==> src/rtl/ws_pkg.sv <==
// Shared definitions for the weight-stationary array: op_sel encodings
// (also used by the PE), the feeder FSM state type and the drain length.
package ws_pkg;

  localparam logic PRELOAD_OP = 1'b0;  // PE shifts weights down one row
  localparam logic CONV_OP    = 1'b1;  // PE holds weights and accumulates

  typedef enum logic [2:0] {
    ST_IDLE,
    ST_PRELOAD,
    ST_STREAM,
    ST_DRAIN,
    ST_DONE
  } ws_state_e;

  // Cycles for the last injected vector to clear the array: it has to
  // cross the skew plus the full row/column extent of the grid.
  function automatic int unsigned drain_cyc(input int unsigned rows,
                                            input int unsigned cols);
    return rows + cols - 1;
  endfunction

endpackage

==> src/rtl/ws_skew_line.sv <==
// DEPTH-stage shift register carrying one fmap word plus its valid tag.
// Every stage clears to zero on reset so no stale tag can leak into the
// array after an aborted job.
//   clk   in   clock
//   rst   in   asynchronous active-low reset
//   din   in   {tag, word} entering the line
//   dout  out  {tag, word} delayed by DEPTH cycles
module ws_skew_line #(
  parameter int DEPTH        = 1,
  parameter int in_word_size = 16
) (
  input  logic                  clk,
  input  logic                  rst,
  input  logic [in_word_size:0] din,
  output logic [in_word_size:0] dout
);

  logic [in_word_size:0] stage_q [DEPTH];

  always_ff @(posedge clk or negedge rst) begin
    if (!rst) begin
      for (int i = 0; i < DEPTH; i++) stage_q[i] <= '0;
    end else begin
      stage_q[0] <= din;
      for (int i = 1; i < DEPTH; i++) stage_q[i] <= stage_q[i-1];
    end
  end

  assign dout = stage_q[DEPTH-1];

endmodule

==> src/rtl/ws_array_feeder.sv <==
// Input-side sequencer for the weight-stationary systolic array. Preloads
// ROWS kernel rows through the top edge, then streams fmap vectors into the
// left edge with a per-row skew, drains the array and pulses done.
//
// Optional feature macro: WS_FEEDER_KERNEL_REUSE_EN adds reuse_kernel, which
// lets a job skip PRELOAD and reuse the weights already in the array.
//
// Ports:
//   clk, rst                  clock, asynchronous active-low reset
//   start, num_vectors        job launch (sampled in IDLE only) and length
//   reuse_kernel              (macro only) skip preload for this job
//   kern_data/valid/ready     kernel row handshake, word c -> column c
//   fmap_data/valid/ready     fmap vector handshake, word r -> row r
//   kernel_out, op_sel        top-edge kernel bus and broadcast PE opcode
//   fmap_out, fmap_tag        skewed left-edge data bus and per-row tags
//   busy, done                job active, one-cycle end-of-job pulse
//
// state      | meaning
// -----------+-------------------------------------------------------------
// ST_IDLE    | waiting for start
// ST_PRELOAD | accepting ROWS kernel rows, op_sel pulses low per transfer
// ST_STREAM  | accepting num_vectors fmap vectors into the skew lines
// ST_DRAIN   | injecting bubbles until the last partial sums leave
// ST_DONE    | done pulse, back to idle
module ws_array_feeder
  import ws_pkg::*;
#(
  parameter int ROWS         = 4,
  parameter int COLS         = 4,
  parameter int in_word_size = 16,
  parameter int CNT_W        = 16
) (
  input  logic                         clk,
  input  logic                         rst,
  input  logic                         start,
  input  logic [CNT_W-1:0]             num_vectors,
`ifdef WS_FEEDER_KERNEL_REUSE_EN
  input  logic                         reuse_kernel,
`endif
  input  logic [COLS*in_word_size-1:0] kern_data,
  input  logic                         kern_valid,
  output logic                         kern_ready,
  input  logic [ROWS*in_word_size-1:0] fmap_data,
  input  logic                         fmap_valid,
  output logic                         fmap_ready,
  output logic [COLS*in_word_size-1:0] kernel_out,
  output logic                         op_sel,
  output logic [ROWS*in_word_size-1:0] fmap_out,
  output logic [ROWS-1:0]              fmap_tag,
  output logic                         busy,
  output logic                         done
);

  localparam int DW        = in_word_size;
  localparam int SW        = DW + 1;
  localparam int DRAIN_CYC = drain_cyc(ROWS, COLS);

  localparam logic [CNT_W-1:0] CNT_ONE    = CNT_W'(1);
  localparam logic [CNT_W-1:0] KROW_LAST  = CNT_W'(ROWS - 1);
  localparam logic [CNT_W-1:0] DRAIN_LAST = CNT_W'(DRAIN_CYC - 1);

  ws_state_e          state_q, state_d;
  logic [CNT_W-1:0]   cnt_q, cnt_d;     // down-counter, meaning depends on state
  logic [CNT_W-1:0]   num_q, num_d;     // latched num_vectors
  logic               kern_ready_q, fmap_ready_q, busy_q, done_q, op_sel_q;
  logic [COLS*DW-1:0] kernel_q;

  logic reuse_w;
`ifdef WS_FEEDER_KERNEL_REUSE_EN
  assign reuse_w = reuse_kernel;
`else
  assign reuse_w = 1'b0;
`endif

  logic kern_xfer, fmap_xfer;
  assign kern_xfer = kern_valid & kern_ready_q;
  assign fmap_xfer = fmap_valid & fmap_ready_q;

  always_comb begin
    state_d = state_q;
    cnt_d   = cnt_q;
    num_d   = num_q;
    case (state_q)
      ST_IDLE: begin
        if (start) begin
          num_d = num_vectors;
          if (!reuse_w) begin
            state_d = ST_PRELOAD;
            cnt_d   = KROW_LAST;
          end else if (num_vectors == '0) begin
            state_d = ST_DRAIN;
            cnt_d   = DRAIN_LAST;
          end else begin
            state_d = ST_STREAM;
            cnt_d   = num_vectors - CNT_ONE;
          end
        end
      end
      ST_PRELOAD: begin
        if (kern_xfer) begin
          if (cnt_q == '0) begin
            if (num_q == '0) begin
              state_d = ST_DRAIN;
              cnt_d   = DRAIN_LAST;
            end else begin
              state_d = ST_STREAM;
              cnt_d   = num_q - CNT_ONE;
            end
          end else begin
            cnt_d = cnt_q - CNT_ONE;
          end
        end
      end
      ST_STREAM: begin
        if (fmap_xfer) begin
          if (cnt_q == '0) begin
            state_d = ST_DRAIN;
            cnt_d   = DRAIN_LAST;
          end else begin
            cnt_d = cnt_q - CNT_ONE;
          end
        end
      end
      ST_DRAIN: begin
        if (cnt_q == '0) state_d = ST_DONE;
        else             cnt_d   = cnt_q - CNT_ONE;
      end
      ST_DONE: state_d = ST_IDLE;
      default: state_d = ST_IDLE;
    endcase
  end

  // Handshake/status flags are registered from the next state so they line
  // up exactly with state_q without a decode path on the outputs.
  always_ff @(posedge clk or negedge rst) begin
    if (!rst) begin
      state_q      <= ST_IDLE;
      cnt_q        <= '0;
      num_q        <= '0;
      kern_ready_q <= 1'b0;
      fmap_ready_q <= 1'b0;
      busy_q       <= 1'b0;
      done_q       <= 1'b0;
      op_sel_q     <= CONV_OP;
      kernel_q     <= '0;
    end else begin
      state_q      <= state_d;
      cnt_q        <= cnt_d;
      num_q        <= num_d;
      kern_ready_q <= (state_d == ST_PRELOAD);
      fmap_ready_q <= (state_d == ST_STREAM);
      busy_q       <= (state_d != ST_IDLE);
      done_q       <= (state_d == ST_DONE);
      // op_sel drops only alongside a fresh kernel row, so stalls never shift.
      op_sel_q     <= kern_xfer ? PRELOAD_OP : CONV_OP;
      if (kern_xfer) kernel_q <= kern_data;
    end
  end

  // Fmap skew: row r sees r extra stages, then a common output register.
  logic [SW-1:0] inj    [ROWS];
  logic [SW-1:0] skewed [ROWS];
  logic [SW-1:0] out_q  [ROWS];

  for (genvar r = 0; r < ROWS; r++) begin : g_row
    assign inj[r] = fmap_xfer ? {1'b1, fmap_data[r*DW +: DW]} : '0;
    if (r == 0) begin : g_wire
      assign skewed[r] = inj[r];
    end else begin : g_skew
      ws_skew_line #(
        .DEPTH       (r),
        .in_word_size(DW)
      ) u_skew (
        .clk (clk),
        .rst (rst),
        .din (inj[r]),
        .dout(skewed[r])
      );
    end
    assign fmap_out[r*DW +: DW] = out_q[r][DW-1:0];
    assign fmap_tag[r]          = out_q[r][DW];
  end

  always_ff @(posedge clk or negedge rst) begin
    if (!rst) begin
      for (int r = 0; r < ROWS; r++) out_q[r] <= '0;
    end else begin
      for (int r = 0; r < ROWS; r++) out_q[r] <= skewed[r];
    end
  end

  assign kern_ready = kern_ready_q;
  assign fmap_ready = fmap_ready_q;
  assign kernel_out = kernel_q;
  assign op_sel     = op_sel_q;
  assign busy       = busy_q;
  assign done       = done_q;

endmodule

==> config.mk <==
export PLATFORM = sky130hd
export DESIGN_NAME = ws_array_feeder
export DESIGN_NICKNAME = d
export VERILOG_FILES = /design/src/rtl/ws_pkg.sv /design/src/rtl/ws_skew_line.sv /design/src/rtl/ws_array_feeder.sv
export SDC_FILE = /design/constraint.sdc
export NUM_CORES = 1
export LEC_CHECK = 0
export BUFFER_PORTS_ARGS = -buffer_cell sky130_fd_sc_hd__buf_2
export CORE_MARGIN = 4
export CORE_UTILIZATION = 55
export DETAILED_ROUTE_END_ITERATION = 10
export PLACE_DENSITY = 0.85
export SYNTH_ARGS = -nofsm -noshare
export SYNTH_HDL_FRONTEND = slang
export SYNTH_SLANG_ARGS = --single-unit
==> constraint.sdc <==
create_clock -name clk -period 7.1 [get_ports clk]
set_clock_uncertainty 0.15 [all_clocks]
set_input_delay 1.42 -clock clk [delete_from_list [all_inputs] [get_ports clk]]
set_output_delay 1.42 -clock clk [all_outputs]
set_load 0.005 [all_outputs]
---- Word level (Yosys, flattened, before mapping) ----
Cells that the tools add are included.
storage, ports and cells
  input bits .............................. 149
  register bits after elaboration ......... 274
  word-level logic and storage cells ...... 61
  output and inout bits ................... 137
operators by class
  $add $sub $neg .......................... 2
  mux-type cells .......................... 21
  reduce and logical (&&, ||, !) cells .... 7
  eq/ne operators ......................... 10
  bitwise gates (word level) .............. 2
operators by type and width
  cell                   number
  $mux 16                7
  $mux 17                4
  $pmux 16 s4            1
  $logic_not 16->1       2
  $sub 16x1->16 const B  2
  $mux 3                 6
  $pmux 3 s4             1
  $eq 3x2->1 const B     3
  $ne 2x2->1 const B     4
  $eq 3x1->1 const B     2
  $reduce_and 5->1       1
  $reduce_bool 4->1      1
  $eq 3x3->1 const B     1
  $logic_not 3->1        1
  $reduce_bool 3->1      1
  $and 1x1->1            2
  $mux 1                 2
  $reduce_and 2->1       1

---- Depth between registers and ports, before layout ----
  word-level depth ........................ 6
  mapped depth ............................ 10
  mapped depth without buffers ............ 8

---- Modules after synthesis ----
A second synthesis with hierarchy kept.
second synthesis, totals
  cells, all modules ...................... 734
  area total of the unflattened synthesis .. 9889.5 µm²
modules (own cells, without submodules)
  module                                 area each (µm²)  seq. area each (µm²)  instances  cells each
  ws_array_feeder                        7081.8           4305.4                1          598
  ws_skew_line (g_row[3].g_skew.u_skew)  1403.8           1276.2                1          68
  ws_skew_line (g_row[2].g_skew.u_skew)  978.4            850.8                 1          51
  ws_skew_line (g_row[1].g_skew.u_skew)  425.4            425.4                 1          17

---- Least setup slack after synthesis ----
No wires, ideal clock.
  kind .................................... input port to flip-flop
  start ................................... input start
  end ..................................... register num_q[10]
  library setup time ...................... 0.125 ns
  buffers on the path ..................... 1
  data arrival time ....................... 2.588 ns
  required time ........................... 6.825 ns
  stages .................................. 4
  setup slack ............................. 4.237 ns
  cell sequence ........................... nand2b_1 nor3_2 clkbuf_1 mux2_2
between the ends
  cells in the longest elaborated chain, start to end .. 1
RTL lines
  item                        line                    text
  from (decl)                 ws_array_feeder.sv:35   input logic start,
  $reduce_and 2->1 (no line)  --
  to (signal assigned)        ws_array_feeder.sv:149  num_q <= num_d;
  to (decl)                   ws_array_feeder.sv:64   logic [CNT_W-1:0] num_q, num_d;
Every way passes these cells.
A chain may end at the register's enable or synchronous reset.

---- Worst setup path after layout ----
  start ................................... input fmap_valid
  end ..................................... register cnt_q[6]
between the ends
  cells in the longest elaborated chain, start to end .. 3
RTL lines
  item                        line                    text
  from (decl)                 ws_array_feeder.sv:44   input logic fmap_valid,
  $and 1x1->1                 ws_array_feeder.sv:77   assign fmap_xfer = fmap_valid & fmap_ready_q;
  via fmap_xfer               ws_array_feeder.sv:75   logic kern_xfer, fmap_xfer;
  $ne 2x2->1 (no line)        --
  $reduce_and 5->1 (no line)  --
  to (signal assigned)        ws_array_feeder.sv:148  cnt_q <= cnt_d;
  to (decl)                   ws_array_feeder.sv:63   logic [CNT_W-1:0] cnt_q, cnt_d;
The timed path passes the listed nets, and every way through them passes these cells.

==> impl_metrics.json <==
{
  "place_ws_ns": 3.00,
  "fin_crit_sh_pct": 50.6,
  "yosysWarningCount": 0,
  "ys_ff_latch": 268,
  "crit_type": "in -> reg",
  "routed.top_layer": "met4",
  "fp.dieW_um": 139,
  "drtIter0Drc": 353,
  "reg2reg_from": "cnt_q[0]$_DFFE_PN0P_",
  "finalSetupTns_ns": 0,
  "ys_seq_area_share_pct": 70.8,
  "grt_first_pass_wirelength_mm": 36.0,
  "cts_root_buf": "clkbuf_16",
  "gp_congestion": 0.922,
  "synth_edf_count": 0,
  "drv_slew": 0,
  "die_h_um": 139,
  "nNetsFinal": 1092,
  "grt_pass1_vias": 6595,
  "power.leakage_nw": 6.32,
  "ys.flop_type": "dfrtp_1",
  "vias": 6265,
  "wire_per_inst_um": 19.2,
  "maxCapViolations": 0,
  "m1WireLength_mm": 8.71,
  "clkPwrFrac_pct": 28.2,
  "cp.required_ns": 7.38,
  "port_buffers": 285,
  "clockBufferDepth": 3,
  "cts_sinks": 268,
  "arrival_ns": 3.88,
  "p_sw_share_pct": 30.9,
  "overflow": 0,
  "final_cell_mix": "284 x buf_2, 267 x dfrtp_1, 77 x mux2_2",
  "rsz0062_at_grt": "false",
  "cp-start-kind": "input pin",
  "hpwl_mm": 15.4,
  "fin_area_sq_um": 11900,
  "powerDensity_nw_per_um2": 396,
  "holdBufCountCts": 0,
  "wirelength_mm": 22.6,
  "crit_path_end_kind": "flip-flop",
  "peakVddDrop_mv": 0.275,
  "netlist.area_leader.share_pct": 70.5,
  "p_comb_share_pct": 26.8,
  "syn_inst": 655,
  "fin_ws_ns": 3.51,
  "antenna_found_initial": 4,
  "met2WireLength_mm": 11.7,
  "grtUsageTotal_pct": 23.2,
  "min_period_ns": 3.59,
  "core_sq_um": 16800,
  "setup_viol_count_final": 0,
  "cts_setup_buffers": 0,
  "stdcell_count": 1180,
  "yosys-top-cells-area": "dfrtp_1 71%, mux2_2 9.2%, and3_1 4.2%",
  "final_common_cell": "buf_2",
  "synthArstFlopShare_pct": 100,
  "outcome": "finished, final reports clean",
  "dpl.cell_count": 1130,
  "timing.fmax_mhz": 278,
  "cts_buffers": 27,
  "die-area_sq_um": 19400,
  "p_int_mw": 3.27,
  "tightest_slew_ns": 0.931,
  "viasPerCell": 5.31,
  "crit_path_start": "fmap_valid",
  "worstPathMaxFanout": 65,
  "cts_resized": 0,
  "final_util_pct": 71.2,
  "synth_fp_nets": 808,
  "seqPwrFrac_pct": 45.0,
  "pin_count": 286,
  "hold_class": "reg -> reg",
  "drcViolationCount": 0,
  "area_delta_synth_final_pct": 25.9,
  "clkLatencyLatePin_ns": 0.52,
  "place_area_sq_um": 11100,
  "post-synth-top-area-cell": "dfrtp_1",
  "synth.avg_cell_area_sq_um": 14.5,
  "htree_levels": 1,
  "drive_above_1_share_pct": 43.7,
  "synth_area_sq_um": 9480,
  "cts_tree": "yes",
  "initial_utilization_pct": 56.5,
  "grt_max_degree": 156,
  "path_clk_slew_ns": 0.06,
  "first_pass_iters": 4,
  "ys_types": 60,
  "relSlewSlack_pct": 37.6,
  "row_count": 47,
  "met3WireLength_mm": 1.59,
  "hold_violations": 0,
  "power_switching_mw": 1.46,
  "min_from": "g_row[1].g_skew.u_skew.dout[1]$_DFF_PN0_",
  "antenna_left": 0
}
[worst max-delay path: stages]
cell and delay (ns):
buf_2 0.64, and2_1 0.26, nor2_1 0.07, a211o_1 0.35
nor3_2 0.71, o211ai_1 0.20, a32oi_1 0.20
[through the flow]
step / total power [mW] / hold slack, ns
finish: 4.73 / 0.194
global route: 5.01 / 0.198
CTS: 4.76 / 0.191
detailed placement: 3.41 / 0.185
global placement: 3.36 / 0.181
floorplan: 2.89 / 0.181
[worst paths after layout]
| path | end | slack, ns | cells after the start |
|---|---|---|---|
| worst max-delay path | cnt_q[6]$_DFFE_PN0P_ | 3.51 | 7 |
| worst min-delay path | fmap_out[17]$_DFF_PN0_ | 0.19 | 0 |
| worst max register to register | cnt_q[2]$_DFFE_PN0P_ | 3.86 | 8 |
| worst min register to register | fmap_out[17]$_DFF_PN0_ | 0.19 | 0 |
| max in group asynchronous | fmap_tag[3]$_DFF_PN0_ | 4.70 | 2 |
| min in group asynchronous | fmap_out[30]$_DFF_PN0_ | 0.81 | 1 |
[state kept, by name, summed over array words and instances, names as in the netlist]
name	flops
kern_ready	1
fmap_ready	1
state_q	3
kernel_out	64
num_q	16
g_row.g_skew.u_skew.dout	48
done	1
fmap_tag	4
fmap_out	64
op_sel	1
g_row.g_skew.u_skew.stage_q	48
busy	1
cnt_q	16
[cell type report]
class,count,area (sq um)
clock inverters,7,91.3
inverters,8,30.0
diodes,4,10.0
multi-input cells,345,2590
fillers,1092,4830
well taps,220,275
clock buffers,39,741
flip-flops and latches,268,6710
repair buffers,289,1480
[kinds of logic (layout without fill, tap and decap cells)]
group,after synthesis,after routing,synth area share (%)
simple gates,183,183,11.2
compound gates,60,60,4.49
fa+ha+maj,4,4,0.528
buf+inv,42,343,1.85
other cells,0,4,0
mux,80,80,9.47
xor+xnor,18,18,1.66
flops,268,268,70.8
[cells in the mapped netlist, types with 6 or more instances]
cell / n
nor3_1: 15
buf_1: 7
xnor2_1: 9
xor2_1: 9
inv_1: 8
nand3_1: 9
nor2_1: 20
nand2_1: 29
dfrtp_1: 267
clkbuf_1: 21
o21ai_0: 12
nor4_1: 6
nand2b_1: 6
mux2_2: 77
a21oi_1: 7
and3_1: 64
nand4_1: 6
[power by group through the flow]
stage,clock network [mW],registers (mW),logic [mW]
final,1.33,2.13,1.27
after global placement,0,2.12,1.24
after global routing,1.44,2.18,1.40
after floorplan,0,2.11,0.782
after CTS,1.36,2.12,1.28
after detailed placement,0,2.14,1.27
[metal layers]
layer,track usage (%),vias to the layer above
met4,6.49,0
met1,29.0,3091
met2,40.6,263
li1,-,2874
met5,0,-
met3,5.42,37
Note: power is estimated with default switching activity, not from simulation.
